`src/rtl/ps2_pkg.sv`:
```
// Shared definitions for the PS/2 receive path: receiver FSM states,
// rejection causes, frame geometry and the odd-parity test.
package ps2_pkg;

  typedef enum logic [1:0] {
    IDLE,
    DATA,
    PARITY,
    STOP
  } ps2_state_t;

  typedef enum logic [1:0] {
    ERR_NONE    = 2'd0,
    ERR_PARITY  = 2'd1,
    ERR_STOP    = 2'd2,
    ERR_TIMEOUT = 2'd3
  } ps2_err_t;

  // start + 8 data + parity + stop
  localparam int unsigned FRAME_BITS = 11;
  localparam int unsigned DATA_BITS  = FRAME_BITS - 3;

  // PS/2 uses odd parity: data bits plus parity bit must hold an odd count of ones.
  function automatic logic odd_parity_ok(input logic [7:0] d, input logic p);
    return ^{d, p};
  endfunction

endpackage

```
`src/rtl/ps2_byte_fifo.sv`:
```
// Received-byte FIFO with valid/ready pop and a sticky overflow flag.
// Ports:
//   clk, rst      system clock, asynchronous active-high reset
//   push          write request for push_data
//   pop_req       consumer ready; a pop happens only while valid is high
//   rd_data       head entry (0x00 while empty)
//   valid         FIFO non-empty
//   overflow      sticky: a push was dropped because the FIFO was full
module ps2_byte_fifo #(
  parameter int unsigned FIFO_DEPTH = 4
) (
  input  logic       clk,
  input  logic       rst,
  input  logic       push,
  input  logic [7:0] push_data,
  input  logic       pop_req,
  output logic [7:0] rd_data,
  output logic       valid,
  output logic       overflow
);

  localparam int unsigned PW = $clog2(FIFO_DEPTH);
  localparam int unsigned CW = PW + 1;

  logic [7:0]    mem [FIFO_DEPTH];
  logic [PW-1:0] wr_ptr;
  logic [PW-1:0] rd_ptr;
  logic [CW-1:0] count;
  logic          full;
  logic          pop;
  logic          wr_en;

  assign valid   = (count != '0);
  assign full    = (count == CW'(FIFO_DEPTH));
  assign pop     = valid & pop_req;
  // A full FIFO still accepts a push when the head leaves in the same cycle.
  assign wr_en   = push & (~full | pop);
  assign rd_data = valid ? mem[rd_ptr] : '0;

  always_ff @(posedge clk) begin
    if (wr_en) mem[wr_ptr] <= push_data;
  end

  always_ff @(posedge clk or posedge rst) begin
    if (rst) begin
      wr_ptr   <= '0;
      rd_ptr   <= '0;
      count    <= '0;
      overflow <= 1'b0;
    end else begin
      if (wr_en) wr_ptr <= wr_ptr + PW'(1);
      if (pop)   rd_ptr <= rd_ptr + PW'(1);
      case ({wr_en, pop})
        2'b10:   count <= count + CW'(1);
        2'b01:   count <= count - CW'(1);
        default: count <= count;
      endcase
      if (push & full & ~pop) overflow <= 1'b1;
    end
  end

endmodule

```
`src/rtl/ps2_rx_framer.sv`:
```
// PS/2 keyboard receiver: synchronizes PS2_CLK/PS2_DAT, frames 11-bit
// device-to-host words, checks odd parity and stop bit, aborts stalled
// frames, and queues accepted bytes in a FIFO.
// Ports:
//   CLOCK_50          system clock
//   Reset             asynchronous active-high reset
//   PS2_CLK, PS2_DAT  raw keyboard lines (asynchronous)
//   rx_data/rx_valid/rx_ready  byte stream out of the FIFO
//   rx_err            one-cycle pulse on frame rejection
//   err_code          cause of the last rejection (ps2_err_t encoding)
//   overflow          sticky: accepted byte dropped on full FIFO
module ps2_rx_framer
  import ps2_pkg::*;
#(
  parameter int unsigned TIMEOUT_CYCLES = 10000,
  parameter int unsigned FIFO_DEPTH     = 4
) (
  input  logic       CLOCK_50,
  input  logic       Reset,
  input  logic       PS2_CLK,
  input  logic       PS2_DAT,
  output logic [7:0] rx_data,
  output logic       rx_valid,
  input  logic       rx_ready,
  output logic       rx_err,
  output logic [1:0] err_code,
  output logic       overflow
);

  localparam int unsigned TW = $clog2(TIMEOUT_CYCLES + 1);

  logic          clk_meta, clk_s, clk_prev;
  logic          dat_meta, dat_s;
  logic          fall;
  ps2_state_t    state, state_nxt;
  logic [7:0]    shift_q;
  logic [2:0]    bit_cnt;
  logic          par_q;
  logic [TW-1:0] to_cnt;
  logic          timeout;
  logic          push;
  logic          reject;
  ps2_err_t      rej_code;
  ps2_err_t      err_q;

  // Two-flop synchronizers; reset to the idle-high bus level.
  always_ff @(posedge CLOCK_50 or posedge Reset) begin
    if (Reset) begin
      clk_meta <= 1'b1;
      clk_s    <= 1'b1;
      clk_prev <= 1'b1;
      dat_meta <= 1'b1;
      dat_s    <= 1'b1;
    end else begin
      clk_meta <= PS2_CLK;
      clk_s    <= clk_meta;
      clk_prev <= clk_s;
      dat_meta <= PS2_DAT;
      dat_s    <= dat_meta;
    end
  end

  assign fall    = clk_prev & ~clk_s;
  assign timeout = (state != IDLE) && (to_cnt == TW'(TIMEOUT_CYCLES));

  always_ff @(posedge CLOCK_50 or posedge Reset) begin
    if (Reset) state <= IDLE;
    else       state <= state_nxt;
  end

  // Stop bit is checked before parity so a double failure reports ERR_STOP.
  always_comb begin
    state_nxt = state;
    push      = 1'b0;
    reject    = 1'b0;
    rej_code  = ERR_NONE;
    if (timeout) begin
      state_nxt = IDLE;
      reject    = 1'b1;
      rej_code  = ERR_TIMEOUT;
    end else if (fall) begin
      unique case (state)
        IDLE:   if (!dat_s) state_nxt = DATA;
        DATA:   if (bit_cnt == 3'(DATA_BITS - 1)) state_nxt = PARITY;
        PARITY: state_nxt = STOP;
        STOP: begin
          state_nxt = IDLE;
          if (!dat_s) begin
            reject   = 1'b1;
            rej_code = ERR_STOP;
          end else if (!odd_parity_ok(shift_q, par_q)) begin
            reject   = 1'b1;
            rej_code = ERR_PARITY;
          end else begin
            push = 1'b1;
          end
        end
      endcase
    end
  end

  // Data bits arrive LSB first, so shift in from the top.
  always_ff @(posedge CLOCK_50 or posedge Reset) begin
    if (Reset) begin
      shift_q <= '0;
      bit_cnt <= '0;
      par_q   <= 1'b0;
    end else if (fall) begin
      if (state == IDLE) bit_cnt <= '0;
      if (state == DATA) begin
        shift_q <= {dat_s, shift_q[7:1]};
        bit_cnt <= bit_cnt + 3'd1;
      end
      if (state == PARITY) par_q <= dat_s;
    end
  end

  always_ff @(posedge CLOCK_50 or posedge Reset) begin
    if (Reset)                                   to_cnt <= '0;
    else if (state == IDLE || fall || timeout)   to_cnt <= '0;
    else                                         to_cnt <= to_cnt + TW'(1);
  end

  always_ff @(posedge CLOCK_50 or posedge Reset) begin
    if (Reset) begin
      rx_err <= 1'b0;
      err_q  <= ERR_NONE;
    end else begin
      rx_err <= reject;
      if (reject) err_q <= rej_code;
    end
  end

  assign err_code = err_q;

  ps2_byte_fifo #(
    .FIFO_DEPTH(FIFO_DEPTH)
  ) u_fifo (
    .clk      (CLOCK_50),
    .rst      (Reset),
    .push     (push),
    .push_data(shift_q),
    .pop_req  (rx_ready),
    .rd_data  (rx_data),
    .valid    (rx_valid),
    .overflow (overflow)
  );

endmodule
```
`config.mk`:
```
export PLATFORM = sky130hd
export DESIGN_NAME = ps2_rx_framer
export DESIGN_NICKNAME = d
export VERILOG_FILES = /design/src/rtl/ps2_pkg.sv /design/src/rtl/ps2_byte_fifo.sv /design/src/rtl/ps2_rx_framer.sv
export SDC_FILE = /design/constraint.sdc
export NUM_CORES = 1
export LEC_CHECK = 0
export ABC_CLOCK_PERIOD_IN_PS = 4850
export BUFFER_PORTS_ARGS = -buffer_cell sky130_fd_sc_hd__buf_2
export CAP_MARGIN = 0
export CORE_MARGIN = 2
export CORE_UTILIZATION = 45
export CTS_BUF_LIST = sky130_fd_sc_hd__clkbuf_4 sky130_fd_sc_hd__clkbuf_8
export CTS_CLUSTER_SIZE = 8
export DETAILED_ROUTE_END_ITERATION = 7
export PLACE_DENSITY = 0.61
export SLEW_MARGIN = 20
export SYNTH_ARGS = -nofsm -noshare
export SYNTH_HDL_FRONTEND = slang
export SYNTH_SLANG_ARGS = --single-unit
export TNS_END_PERCENT = 1
```
`constraint.sdc`:
```
create_clock -name CLOCK_50 -period 4.85 [get_ports CLOCK_50]
set_clock_uncertainty 0.15 [all_clocks]
set_input_delay 0.2425 -clock CLOCK_50 [delete_from_list [all_inputs] [get_ports CLOCK_50]]
set_output_delay 0.2425 -clock CLOCK_50 [all_outputs]
set_load 0.005 [all_outputs]
```
# Word level (Yosys, flattened, before mapping)
# Memories as Yosys holds them, arrays and structs flattened.
# Index checks and enable logic that the tools add are counted.
[totals] reg_bits=44 latch_bits=0 mem_bits_rw=32 romBits=0 in_bits=5 output_inout_bits=13 wordCells=83 mem_count=1
[mem_list] name="u_fifo.mem" depth=4 word_bits=8 rd=1 rd_ports_with_merged_regs=0 wr=1 line="ps2_byte_fifo.sv:25" text="logic [7:0] mem [FIFO_DEPTH];"
[classes] n_addsub=6 mul=0 div_mod_pow=0 magnitude_cmp=0 n_eq_ne=10 n_shift=0 n_mux=27 bitwise_logic=9 n_reduce_logical=14
[op_table] cell="2-bit 2-to-1 mux" n=8
[op_table] cell="14-bit by 1-bit adder with 14-bit output, second input constant" n=1
[op_table] cell="14-bit equality test, second input constant" n=1
[op_table] cell="14-bit 2-to-1 mux" n=1
[op_table] cell="1-bit 2-to-1 mux" n=13
[op_table] cell="9-bit parity" n=1
[op_table] cell="8-bit 2-to-1 mux" n=1
[op_table] cell="2-bit one-hot mux with 4 select lines" n=1
[op_table] cell="2-bit nonzero test" n=4
[op_table] cell="3-bit by 1-bit adder with 3-bit output, second input constant" n=2
[op_table] cell="2-bit equality test, second input constant" n=3
[op_table] cell="3-bit equality test, second input constant" n=2
[op_table] cell="3-bit 2-to-1 mux" n=2
[op_table] cell="3-bit != test, second input constant" n=2
[op_table] cell="3-bit one-hot mux with 2 select lines" n=1
[op_table] cell="2-bit AND reduction" n=3
[op_table] cell="1-bit AND" n=5
[op_table] cell="2-bit by 1-bit adder with 2-bit output, second input constant" n=2
[op_table] cell="2-bit by 1-bit equality test with 1-bit output, second input constant" n=2
[op_table] cell="1-bit NOT" n=3
[op_table] cell="3-bit AND reduction" n=1
[op_table] cell="3-bit nonzero test" n=1
[op_table] cell="3-bit by 1-bit subtractor with 3-bit output, second input constant" n=1
[op_table] cell="2-bit logical NOT" n=1
[op_table] cell="other kinds (3)" n=4

# Depth between registers and ports, before layout
# Gate-level depths: netlist of the first run.
[depth] depth_word=9 ltp_mapped=11

# By module
# Synthesis of the first run repeated with hierarchy kept, for this count alone.
[unflattened] cells_unflattened=263 area_unflattened_um2=3533.4
[by_module_without_submodules] module="ps2_rx_framer" n_inst=1 cells_each=156 area_each_um2=1774.2
[by_module_without_submodules] module="ps2_byte_fifo" n_inst=1 cells_each=107 area_each_um2=1759.2

# Worst setup path after synthesis of the first run
# Ideal clock, no wire load.
[synth_timing] path_type="reg-to-reg" startpoint="reg state[0]" endpoint="reg u_fifo.count[1]" setup_ns=0.125 t_arrival_ns=2.539 slack_ns=2.036 stages_incl_launch_ff=10 cell_sequence="dfrtp_1 > inv_1 > ha_1 > or4bb_1 > nor4_4 > or3b_2 > o21ai_2 > inv_1 > fa_1 > mux2_4"
[synth_via] elab_chain_len=7 elab_cells_between_ends=11
[synth_rtl] element="from (decl)" line="ps2_rx_framer.sv:35" text="ps2_state_t state, state_nxt;"
[synth_rtl] element="from (signal assigned)" line="ps2_rx_framer.sv:68" text="else state <= state_nxt;"
[synth_rtl] element="2-bit equality test" line="ps2_rx_framer.sv:82" text="unique case (state)"
[synth_rtl] element="1-bit 2-to-1 mux" line="ps2_rx_framer.sv:82"
[synth_rtl] element="1-bit 2-to-1 mux" line="ps2_rx_framer.sv:81" text="end else if (fall) begin"
[synth_rtl] element="1-bit 2-to-1 mux (*)" line="ps2_rx_framer.sv:77" text="if (timeout) begin"
[synth_rtl] element="1-bit AND (*)" line="ps2_byte_fifo.sv:37" text="assign wr_en = push & (~full | pop);"
[synth_rtl] element="2-bit by 1-bit equality test with 1-bit output / 2-bit equality test (equally long branches)" line="ps2_byte_fifo.sv:53" text="case ({wr_en, pop})"
[synth_rtl] element="3-bit one-hot mux with 2 select lines / 2-bit nonzero test (equally long branches)"
[synth_rtl] element="to (signal assigned)" line="ps2_byte_fifo.sv:54" text="2'b10: count <= count + CW'(1);"
[synth_rtl] element="to (signal assigned)" line="ps2_byte_fifo.sv:55" text="2'b01: count <= count - CW'(1);"
[synth_rtl] element="to (signal assigned)" line="ps2_byte_fifo.sv:56" text="default: count <= count;"
[synth_rtl] element="to (decl)" line="ps2_byte_fifo.sv:28" text="logic [CW-1:0] count;"
# Every way passes the cells marked *; elsewhere a longest branch is shown, timed or not.
# A chain may end at the register's enable or synchronous reset.

# Final worst setup path of the first run
# Ends and elaborated chain as after synthesis.

==> flow_summary_export.csv, run 1 <==
group,metric,value,unit
grt,grt_usage,14.3,%
die,io_pins,18,
power_and_ir_drop,power_frac_comb,30.9,%
synth,synth.top_cell.area_share,28.7,%
die,dieWidth,91.0,um
sta,slew_violations,0,
routing,wl_per_cell,14.3,um
setup_path,worstSetupPathType,"flop to flop",
power_and_ir_drop,switching_power,0.631,mW
setup_path,cp_max_fo,7,
routing,routed_via_density,4.98,
power_and_ir_drop,seqPwrFrac,45.6,%
synth,ys_ff_latch,76,
setup_path,cp_slowest_stage_delay,0.55,ns
power_and_ir_drop,power.static_leakage,1.54,nW
clock_network,htreeDepth,3,
synth,yosysUniqueCellTypes,49,
layout,fin_nets,282,
synth,avgSynthCellArea,14.3,um^2
place,place_congestion,0.703,
status,status,"complete, no violations",
synth,syn-cell-area,3400,um^2
setup_path,cp.required,4.93,ns
routing,first_pass_iters,4,
sta,min_period_over_period,63.1,%
die,initial_core_util,46.7,%
setup_path,cp.arrival,3.14,ns
routing,finalWirelength,5250,um
layout,fin_area,3810,um^2
setup_path,cp-start-kind,"flop",
synth,synth_area_leader_cell,"dfrtp_1",
clock_network,cts_sinks,76,
clock_network,cts_buffers,9,
setup_path,crit_buf_inv,2,
setup_path,crit_family,"simple AND/OR/NAND/NOR gates",
sta,max_freq,327,MHz
clock_network,path_clk_slew,0.08,ns
routing,drt_iter0_drc,121,
min_path,hold_class,"input port to flop",
routing,drc_errors,0,
power_and_ir_drop,switching_share,31.4,%
sta,setup_violations,0,
die,die-area,8280,um^2
synth,syn_nets,256,
clock_network,clockBufferDepth,2,
clock_network,cts_resized,0,
grt,grt_pass1_wl,9090,um
power_and_ir_drop,ir_worst_vdd,0.338,mV
power_and_ir_drop,p_int,1.38,mW
sta,worst_pin_slew,0.600,ns
layout,drive_gt1_share,26.8,%
place,io_buffers,17,
setup_path,critPathSlowestCell,"or4bb_1",
die,rows,31,
setup_path,cpMostUsedCell,"inv_1",
layout,n_antenna_cell,0,
setup_path,r2r_slack,1.79,ns
clock_network,tritoncts,"yes",
synth,netlist_instances,238,
sta,tns,0,ns
die,core_area,7290,um^2
grt,grt_overflow,0,
place,place_hpwl,3520,um
synth,ys_seq_area_share,60.7,%
place,place_area,3580,um^2
grt,grt_pass1_vias,1907,
sta,max_slew_margin,59.4,%
die,die_y,91.0,um
power_and_ir_drop,clkPwrFrac,23.6,%
synth,synth_area_leaders,"dfrtp_1 29%, edfxtp_1 28%, mux4_2 5.3%, ha_1 4.4%, dfstp_2 3.9%",
routing,vias,1834,
clock_network,cts_root_buf,"clkbuf_8",
sta,rsz0062_at_grt,"false",
sta,final.min_clock_period,3.06,ns
grt,grt_max_degree,45,
min_path,hold_depth,3,
setup_path,reg2reg_depth,9,
setup_path,cp_num_cells,9,
setup_path,path_cells,"inv_1 -> ha_1 -> or4bb_1 -> nor4_4 -> or3b_2 -> o21ai_2 -> inv_1 -> fa_1 -> mux2_4",
setup_path,crit_path_end_kind,"flop",
run,drv_cap,0,
clock_network,worstSkewPairLatency,0.34,ns
power_and_ir_drop,finalPower,2.01,mW
routing,route.antenna.remaining_nets,0,
power_and_ir_drop,p_per_area,529,nW/um^2
sta,hold_violations,0,
synth,yosysWarnings,0,
grt,antenna_found_initial,0,
layout,syn_to_final_growth,11.8,%
==> placed cells by master, fill, tap and decap left out, types with 4 or more instances in the layout <==
master,netlist,layout
mux4_2,8,8
nand3_1,6,6
xor2_1,8,8
and2_2,4,4
mux2_2,9,9
and2_1,9,9
edfxtp_1,32,32
dfstp_2,5,5
buf_2,1,17
o21ai_0,6,6
ha_1,12,12
nor2_1,19,19
nand2_1,14,14
clkbuf_8,1,9
inv_1,12,11
xnor2_1,12,12
dfrtp_1,39,39
==> power groups by stage <==
| stage | combinational (mW) | sequential, mW | clock, mW |
|---|---|---|---|
| after global placement | 0.614 | 0.931 | 0 |
| after global routing | 0.680 | 0.942 | 0.515 |
| after floorplan | 0.539 | 0.871 | 0 |
| after CTS | 0.633 | 0.923 | 0.492 |
| after detailed placement | 0.628 | 0.937 | 0 |
| final | 0.621 | 0.918 | 0.474 |
==> worst register-to-register path: cells and delay by family, from the launching register on <==
| family | cells | cell delay (ns) |
|---|---|---|
| AOI/OAI and AO/OA | 1 | 0.07 |
| muxes | 1 | 0.28 |
| DFF | 1 | 0.40 |
| buffers and inverters | 2 | 0.15 |
| adders and majority gates | 2 | 0.67 |
| and+or+nand+nor | 3 | 1.22 |
==> routing by layer <==
| layer | up-vias | track usage, % | share of wire, % |
|---|---|---|---|
| li1 | 890 | - | - |
| met1 | 913 | 17.2 | 44 |
| met2 | 24 | 23.9 | 51 |
| met3 | 7 | 4.48 | 3.3 |
| met4 | 0 | 5.68 | 1.3 |
| met5 | - | 0 | 0 |
==> through the flow <==
stage	worst slack, ns	hold slack (ns)	std cells	utilization, %
floorplan	2.04	0.0970	238	-
global placement	1.92	0.195	349	49.1
detailed placement	1.82	0.198	349	49.1
CTS	1.80	0.0780	368	52.2
global route	1.63	0.110	368	52.2
finish	1.79	0.102	368	52.2
==> cell type report <==
class	count	area, um^2
clock buffer	9	124
sequential	76	2070
tap	99	124
clock inverter	7	73.8
timing repair buffer	21	123
fill	653	3480
multi-input combinational	144	1250
inverter	12	45.0
==> sequential cells by signal, summed over array words and instances, names as in the netlist <==
name and count:
err_code 2, u_fifo.mem 32, par_q 1, bit_cnt 3, rx_err 1, clk_meta 1, state 2, clk_s 1
dat_s 1, clk_prev 1, shift_q 8, to_cnt 14, u_fifo.count 3, u_fifo.overflow 1, u_fifo.rd_ptr 2, dat_meta 1
u_fifo.wr_ptr 2
==> synthesized netlist by cell type, drive strengths merged <==
master and count:
a21boi 2, a21o 1, a21oi 3, a22o 1, a2bb2oi 1, a32o 3
and2 13, and2b 1, and3 1, buf 3, clkbuf 3, dfrtp 39
dfstp 5, edfxtp 32, fa 1, ha 12, inv 12, mux2 10
mux2i 1, mux4 8, nand2 15, nand3 6, nand4 2, nor2 19
nor2b 1, nor3 2, nor3b 1, nor4 1, nor4b 1, o21ai 7
or3 4, or3b 1, or4 2, or4bb 2, xnor2 13, xnor3 1
xor2 8
==> worst paths after layout <==
check | startpoint | endpoint
worst min-delay path | rx_ready | u_fifo.rd_ptr[0]$_DFFE_PP0N_
max in group asynchronous | Reset | to_cnt[6]$_DFF_PP0_
min in group asynchronous | Reset | state[1]$_DFFE_PP0P_
worst max-delay path | state[0]$_DFFE_PP0P_ | u_fifo.count[1]$_DFFE_PP0P_
worst min register to register | clk_meta$_DFF_PP1_ | clk_s$_DFF_PP1_
worst max register to register | state[0]$_DFFE_PP0P_ | u_fifo.count[1]$_DFFE_PP0P_
==> logic make-up (layout without fill, tap and decap cells) <==
| group | count (synthesis) | in the layout | synth area share [%] |
|---|---|---|---|
| adder cells (fa/ha/maj) | 13 | 13 | 5.00 |
| multiplexers | 19 | 19 | 9.00 |
| AND/OR/NAND/NOR | 72 | 72 | 12.1 |
| AO/OA/AOI/OAI | 18 | 18 | 3.97 |
| flip-flops | 76 | 76 | 60.7 |
| XOR/XNOR | 22 | 22 | 6.65 |
| buffers and inverters | 18 | 49 | 2.54 |
==> what timing repair did <==
item,4_1_cts,5_1_grt
endpoints found under the hold margin,41,0
buffers inserted,0,0
hold buffers,3,0
No activity file was read; power rests on OpenSTA's default activity.
==> run 2, diff against run 1 <==
--- a/config.mk
+++ b/config.mk
@@ -5,7 +5,7 @@
 export SDC_FILE = /design/constraint.sdc
 export NUM_CORES = 1
 export LEC_CHECK = 0
-export ABC_CLOCK_PERIOD_IN_PS = 4850
+export ABC_CLOCK_PERIOD_IN_PS = 2500
 export BUFFER_PORTS_ARGS = -buffer_cell sky130_fd_sc_hd__buf_2
 export CAP_MARGIN = 0
 export CORE_MARGIN = 2
@@ -13,7 +13,7 @@
 export CTS_BUF_LIST = sky130_fd_sc_hd__clkbuf_4 sky130_fd_sc_hd__clkbuf_8
 export CTS_CLUSTER_SIZE = 8
 export DETAILED_ROUTE_END_ITERATION = 7
-export PLACE_DENSITY = 0.61
+export PLACE_DENSITY = 0.63
 export SLEW_MARGIN = 20
 export SYNTH_ARGS = -nofsm -noshare
 export SYNTH_HDL_FRONTEND = slang
==> constraint.sdc (replaced) <==
create_clock -name CLOCK_50 -period 2.5 [get_ports CLOCK_50]
set_clock_uncertainty 0.15 [all_clocks]
set_input_delay 0.125 -clock CLOCK_50 [delete_from_list [all_inputs] [get_ports CLOCK_50]]
set_output_delay 0.125 -clock CLOCK_50 [all_outputs]
set_load 0.005 [all_outputs]
==> flow_summary_export.csv, run 2 (synthesis gave the netlist of run 1 again) <==
group,metric,value,unit
die,core_area,7290,um^2
power_and_ir_drop,ir_worst_vdd,0.514,mV
routing,routed_via_density,4.83,
routing,route.antenna.remaining_nets,0,
status,status,"finished, violations left",
layout,layout_commonest_cell,"dfrtp_1",
layout,fin_nets,318,
clock_network,tritoncts,"yes",
sta,max_freq,381,MHz
die,io_pins,18,
power_and_ir_drop,p_per_area,1020,nW/um^2
place,place_area,3840,um^2
die,dieWidth,91.0,um
clock_network,cts_sinks,76,
routing,drc_errors,0,
setup_path,cp.required,2.60,ns
grt,grt.met2_usage,21.7,%
clock_network,cts_buffers,9,
layout,n_antenna_cell,0,
layout,fin_area,4110,um^2
routing,wl_per_cell,14.3,um
power_and_ir_drop,finalPower,4.20,mW
sta,rsz0062_at_grt,"true",
grt,grt_overflow,0,
routing,vias,1953,
grt,grt.met1_usage,23.0,%
clock_network,cts_root_buf,"clkbuf_8",
setup_path,cp_max_fo,2,
layout,drive_gt1_share,37.0,%
sta,worst_pin_slew,0.660,ns
layout,largest_reg_flops,32,
setup_path,cp.arrival,2.72,ns
layout,final_cell_mix,"39 x dfrtp_1, 35 x buf_4, 32 x edfxtp_1, 19 x nor2_1, 17 x buf_2",
sta,setup_violations,2,
grt,grt_max_degree,24,
setup_path,cp-start-kind,"flop",
grt,grt_usage,15.4,%
min_path,hold_class,"input port to asynchronous set/reset pin",
place,place_congestion,0.817,
sta,min_period_over_period,105,%
sta,holdWs,0.171,ns
sta,slew_violations,0,
place,place_hpwl,4040,um
grt,antenna_found_initial,0,
die,initial_core_util,46.7,%
place,io_buffers,17,
sta,hold_violations,0,
sta,max_slew_margin,55.4,%
grt,grt_pass1_wl,9830,um
routing,finalWirelength,5760,um
setup_path,crit_path_end_kind,"flop",
grt,busiest_layer,"met1",
clock_network,path_clk_slew,0.10,ns
die,die_y,91.0,um
die,die-area,8280,um^2
clock_network,htreeDepth,3,
routing,first_pass_iters,4,
setup_path,reg2reg_depth,9,
layout,regMostFlops,"u_fifo.mem",
setup_path,worstSetupPathType,"flop to flop",
sta,fin_ws,-0.125,ns
grt,use_met3,4.48,%
sta,final.min_clock_period,2.63,ns
power_and_ir_drop,power.static_leakage,1.73,nW
die,rows,31,
routing,drt_iter0_drc,50,
layout,top_regs,"u_fifo.mem: 32 flops, to_cnt: 14 flops, shift_q: 8 flops",
status,violations,"negative setup slack",
clock_network,clockBufferDepth,2,
clock_network,worstSkewPairLatency,0.36,ns
layout,syn_to_final_growth,20.6,%
grt,grt_pass1_vias,1940,
run,drv_cap,0,
[run 2: changes by cell type in the layout (fill, tap and decap cells not counted), moves of 2 or more]
cell and change:
clkinv_1 -2, and2_4 +4, inv_2 +3, inv_1 -2, buf_4 +34, and2_2 -4
inv_8 +2
[run 2: final timing paths]
check                                           from                     endpoint  slack [ns]
worst max-delay path            state[0]$_DFFE_PP0P_  u_fifo.count[1]$_DFFE_PP0P_       -0.13
worst min-delay path                           Reset       shift_q[0]$_DFFE_PP0P_        0.17
worst max register to register  state[0]$_DFFE_PP0P_  u_fifo.count[1]$_DFFE_PP0P_       -0.13
worst min register to register    dat_meta$_DFF_PP1_              dat_s$_DFF_PP1_        0.21
max in group asynchronous                      Reset           clk_meta$_DFF_PP1_        1.29
min in group CLOCK_50             dat_meta$_DFF_PP1_              dat_s$_DFF_PP1_        0.21
[run 2: what timing repair did]
action,CTS,global route
gates resized for setup,1,9
endpoints found under the hold margin,24,0
endpoints found under the setup margin,34,36
gates cloned,0,0
setup buffers,1,0
hold buffers,4,0
pin swaps,5,1
[run 2: final cells by class]
cell class | instances | area, um^2
fill | 617 | 3190
sequential | 76 | 2070
multi-input combinational | 144 | 1280
timing repair buffer | 57 | 399
clock buffer | 9 | 124
tap | 99 | 124
clock inverter | 7 | 65.1
inverter | 12 | 45.0
[run 2: routing by layer]
| metal | vias up | wire, um |
|---|---|---|
| li1 | 974 | - |
| met1 | 951 | 2890 |
| met2 | 20 | 2620 |
| met3 | 8 | 156 |
| met4 | 0 | 93 |
| met5 | - | 0 |
[run 2: report_power, final]
part	switching, mW	leakage (nW)	internal, mW	total [mW]
Clock	0.514	0.0947	0.386	0.900
Sequential	0.188	0.850	1.53	1.72
Combinational	0.672	0.782	0.913	1.59
[run 2: through the flow]
step	TNS (ns)	util (%)	cells	worst slack, ns
floorplan	-1.34	-	238	-0.308
global placement	-0.893	52.7	383	-0.122
detailed placement	-1.92	52.7	383	-0.160
CTS	-3.39	55.9	404	-0.132
global route	-1.26	56.3	404	-0.208
finish	-0.177	56.3	404	-0.125
[run 2: critical path, cell delays in order (launching register included)]
cell and delay (ns):
dfrtp_1 0.38, inv_2 0.06, ha_4 0.15, or4bb_4 0.52
nor4_4 0.29, or3b_4 0.18, o21ai_2 0.05, inv_1 0.07
fa_1 0.40, mux2_4 0.27
==> run 3, diff against run 2 <==
--- a/config.mk
+++ b/config.mk
@@ -9,11 +9,11 @@
 export BUFFER_PORTS_ARGS = -buffer_cell sky130_fd_sc_hd__buf_2
 export CAP_MARGIN = 0
 export CORE_MARGIN = 2
-export CORE_UTILIZATION = 45
+export CORE_UTILIZATION = 57
 export CTS_BUF_LIST = sky130_fd_sc_hd__clkbuf_4 sky130_fd_sc_hd__clkbuf_8
 export CTS_CLUSTER_SIZE = 8
 export DETAILED_ROUTE_END_ITERATION = 7
-export PLACE_DENSITY = 0.63
+export PLACE_DENSITY = 0.77
 export SLEW_MARGIN = 20
 export SYNTH_ARGS = -nofsm -noshare
 export SYNTH_HDL_FRONTEND = slang
==> flow_summary_export.csv, run 3 (synthesis gave the netlist of run 1 again) <==
group,metric,value,unit
status,status,"finished, violations left",
status,violations,"negative setup slack",
clock_network,clockBufferDepth,2,
clock_network,path_clk_slew,0.08,ns
layout,final_cell_mix,"39 x dfrtp_1, 34 x buf_4, 32 x edfxtp_1, 19 x nor2_1, 17 x buf_2",
grt,grt_max_degree,31,
grt,grt_pass1_wl,9690,um
setup_path,crit_path_end_kind,"flop",
sta,max_freq,378,MHz
layout,multi_input_area,1290,um^2
layout,regMostFlops,"u_fifo.mem",
power_and_ir_drop,p_per_area,1030,nW/um^2
die,rows,28,
setup_path,worstSetupPathType,"flop to flop",
sta,worst_pin_slew,0.607,ns
clock_network,htreeDepth,3,
place,place_area,3790,um^2
clock_network,cts_root_buf,"clkbuf_8",
sta,rsz0062_at_grt,"true",
setup_path,r2r_slack,-0.14,ns
sta,max_slew_margin,59.5,%
routing,wl_per_cell,15.8,um
sta,min_period_over_period,106,%
clock_network,cts_buffers,9,
sta,fin_ws,-0.143,ns
setup_path,cp.required,2.58,ns
layout,fin_area,4100,um^2
power_and_ir_drop,clkPwrFrac,21.4,%
grt,grt_usage,20.5,%
setup_path,cp_max_fo,2,
die,dieWidth,81.3,um
power_and_ir_drop,switching_share,30.8,%
routing,first_pass_iters,4,
layout,n_antenna_cell,0,
layout,fin_cells,380,
min_path,min-delay-start,"dat_meta$_DFF_PP1_",
routing,drc_errors,0,
clock_network,tritoncts,"yes",
min_path,hold_class,"flop to flop",
layout,drive_gt1_share,38.4,%
routing,drt_iter0_drc,103,
die,initial_core_util,58.2,%
power_and_ir_drop,switching_power,1.30,mW
place,place_congestion,0.806,
power_and_ir_drop,p_int,2.92,mW
die,die-area,6610,um^2
grt,antenna_found_initial,0,
routing,routed_via_density,5.29,
sta,setup_violations,34,
power_and_ir_drop,ir_worst_vdd,0.581,mV
setup_path,rr_endpoint,"u_fifo.count[1]$_DFFE_PP0P_",
routing,vias,2012,
layout,utilization,70.0,%
setup_path,cp-start-kind,"flop",
setup_path,r2r-start,"state[0]$_DFFE_PP0P_",
place,io_buffers,17,
layout,register_area,2070,um^2
place,dpl.cell_count,357,
grt,grt_pass1_vias,2069,
min_path,hold_depth,0,
layout,largest_reg_flops,32,
layout,fin_nets,318,
run,drv_cap,0,
min_path,min_to,"dat_s$_DFF_PP1_",
routing,finalWirelength,6000,um
sta,slew_violations,0,
layout,syn_to_final_growth,20.3,%
setup_path,reg2reg_depth,9,
layout,layout_commonest_cell,"dfrtp_1",
power_and_ir_drop,power.static_leakage,1.74,nW
power_and_ir_drop,power_frac_comb,37.5,%
sta,final.min_clock_period,2.64,ns
layout,n_fill_cell,398,
power_and_ir_drop,seqPwrFrac,41.2,%
die,core_area,5850,um^2
clock_network,worstSkewPairLatency,0.34,ns
place,place_hpwl,4240,um
sta,hold_violations,0,
sta,tns,-3.42,ns
setup_path,cp.arrival,2.72,ns
die,die_y,81.3,um
routing,route.antenna.remaining_nets,0,
clock_network,cts_sinks,76,
layout,top_regs,"u_fifo.mem: 32 flops, to_cnt: 14 flops, shift_q: 8 flops",
grt,grt_overflow,0,
die,io_pins,18,
-- run 3: power by group through the flow --
stage	Sequential, mW	Clock (mW)	Combinational (mW)
global placement	1.75	0	1.46
global route	1.78	0.975	1.74
floorplan	1.69	0	1.05
finish	1.74	0.901	1.58
CTS	1.74	0.921	1.56
detailed placement	1.76	0	1.51
-- run 3: timing repair --
item,4_1_cts,5_1_grt
buffers inserted,2,1
cloned,0,0
hold buffers,4,0
setup endpoints to repair,35,36
hold endpoints to repair,26,0
pin swaps,3,3
resized for setup,5,5
-- run 3: metal layers --
layer / track usage (%) / share of wire (%)
met3: 5.11 / 2.7
met2: 34.3 / 52
met1: 25.2 / 43
met5: 0 / 0
met4: 8.98 / 2.5
-- run 3: cell type report --
cell class                      instances  share of cell area, %
Multi-Input combinational cell        144                   31.5
Tap cell                               75                   2.29
Clock buffer                           10                   3.21
Sequential cell                        76                   50.5
Timing Repair Buffer                   57                   9.84
Inverter                               12                   1.10
Clock inverter                          6                   1.59
-- run 3: worst max-delay path by stage --
stage | startpoint | end | slack, ns | cells after the start
after floorplan | state[1]$_DFFE_PP0P_ | u_fifo.count[1]$_DFFE_PP0P_ | -0.31 | 9
after global placement | state[1]$_DFFE_PP0P_ | u_fifo.count[1]$_DFFE_PP0P_ | -0.11 | 9
after detailed placement | state[0]$_DFFE_PP0P_ | u_fifo.count[1]$_DFFE_PP0P_ | -0.19 | 9
after CTS | state[0]$_DFFE_PP0P_ | u_fifo.count[1]$_DFFE_PP0P_ | -0.14 | 9
after global routing | state[0]$_DFFE_PP0P_ | u_fifo.count[1]$_DFFE_PP0P_ | -0.26 | 9
final | state[0]$_DFFE_PP0P_ | u_fifo.count[1]$_DFFE_PP0P_ | -0.14 | 9
-- run 3: metrics by stage --
stage,setup slack (ns),total power [mW],hold WS [ns]
after detailed placement,-0.194,3.27,0.0816
after global routing,-0.263,4.49,0.215
after CTS,-0.138,4.23,0.209
after global placement,-0.113,3.21,0.0803
final,-0.143,4.22,0.207
after floorplan,-0.308,2.74,-0.0205
-- run 3: worst max-delay path, stage by stage (launching register included) --
cell	delay [ns]
dfrtp_1	0.38
inv_2	0.07
ha_4	0.15
or4bb_4	0.52
nor4_4	0.31
or3b_4	0.18
o21ai_2	0.06
inv_2	0.06
fa_1	0.40
mux2_4	0.27
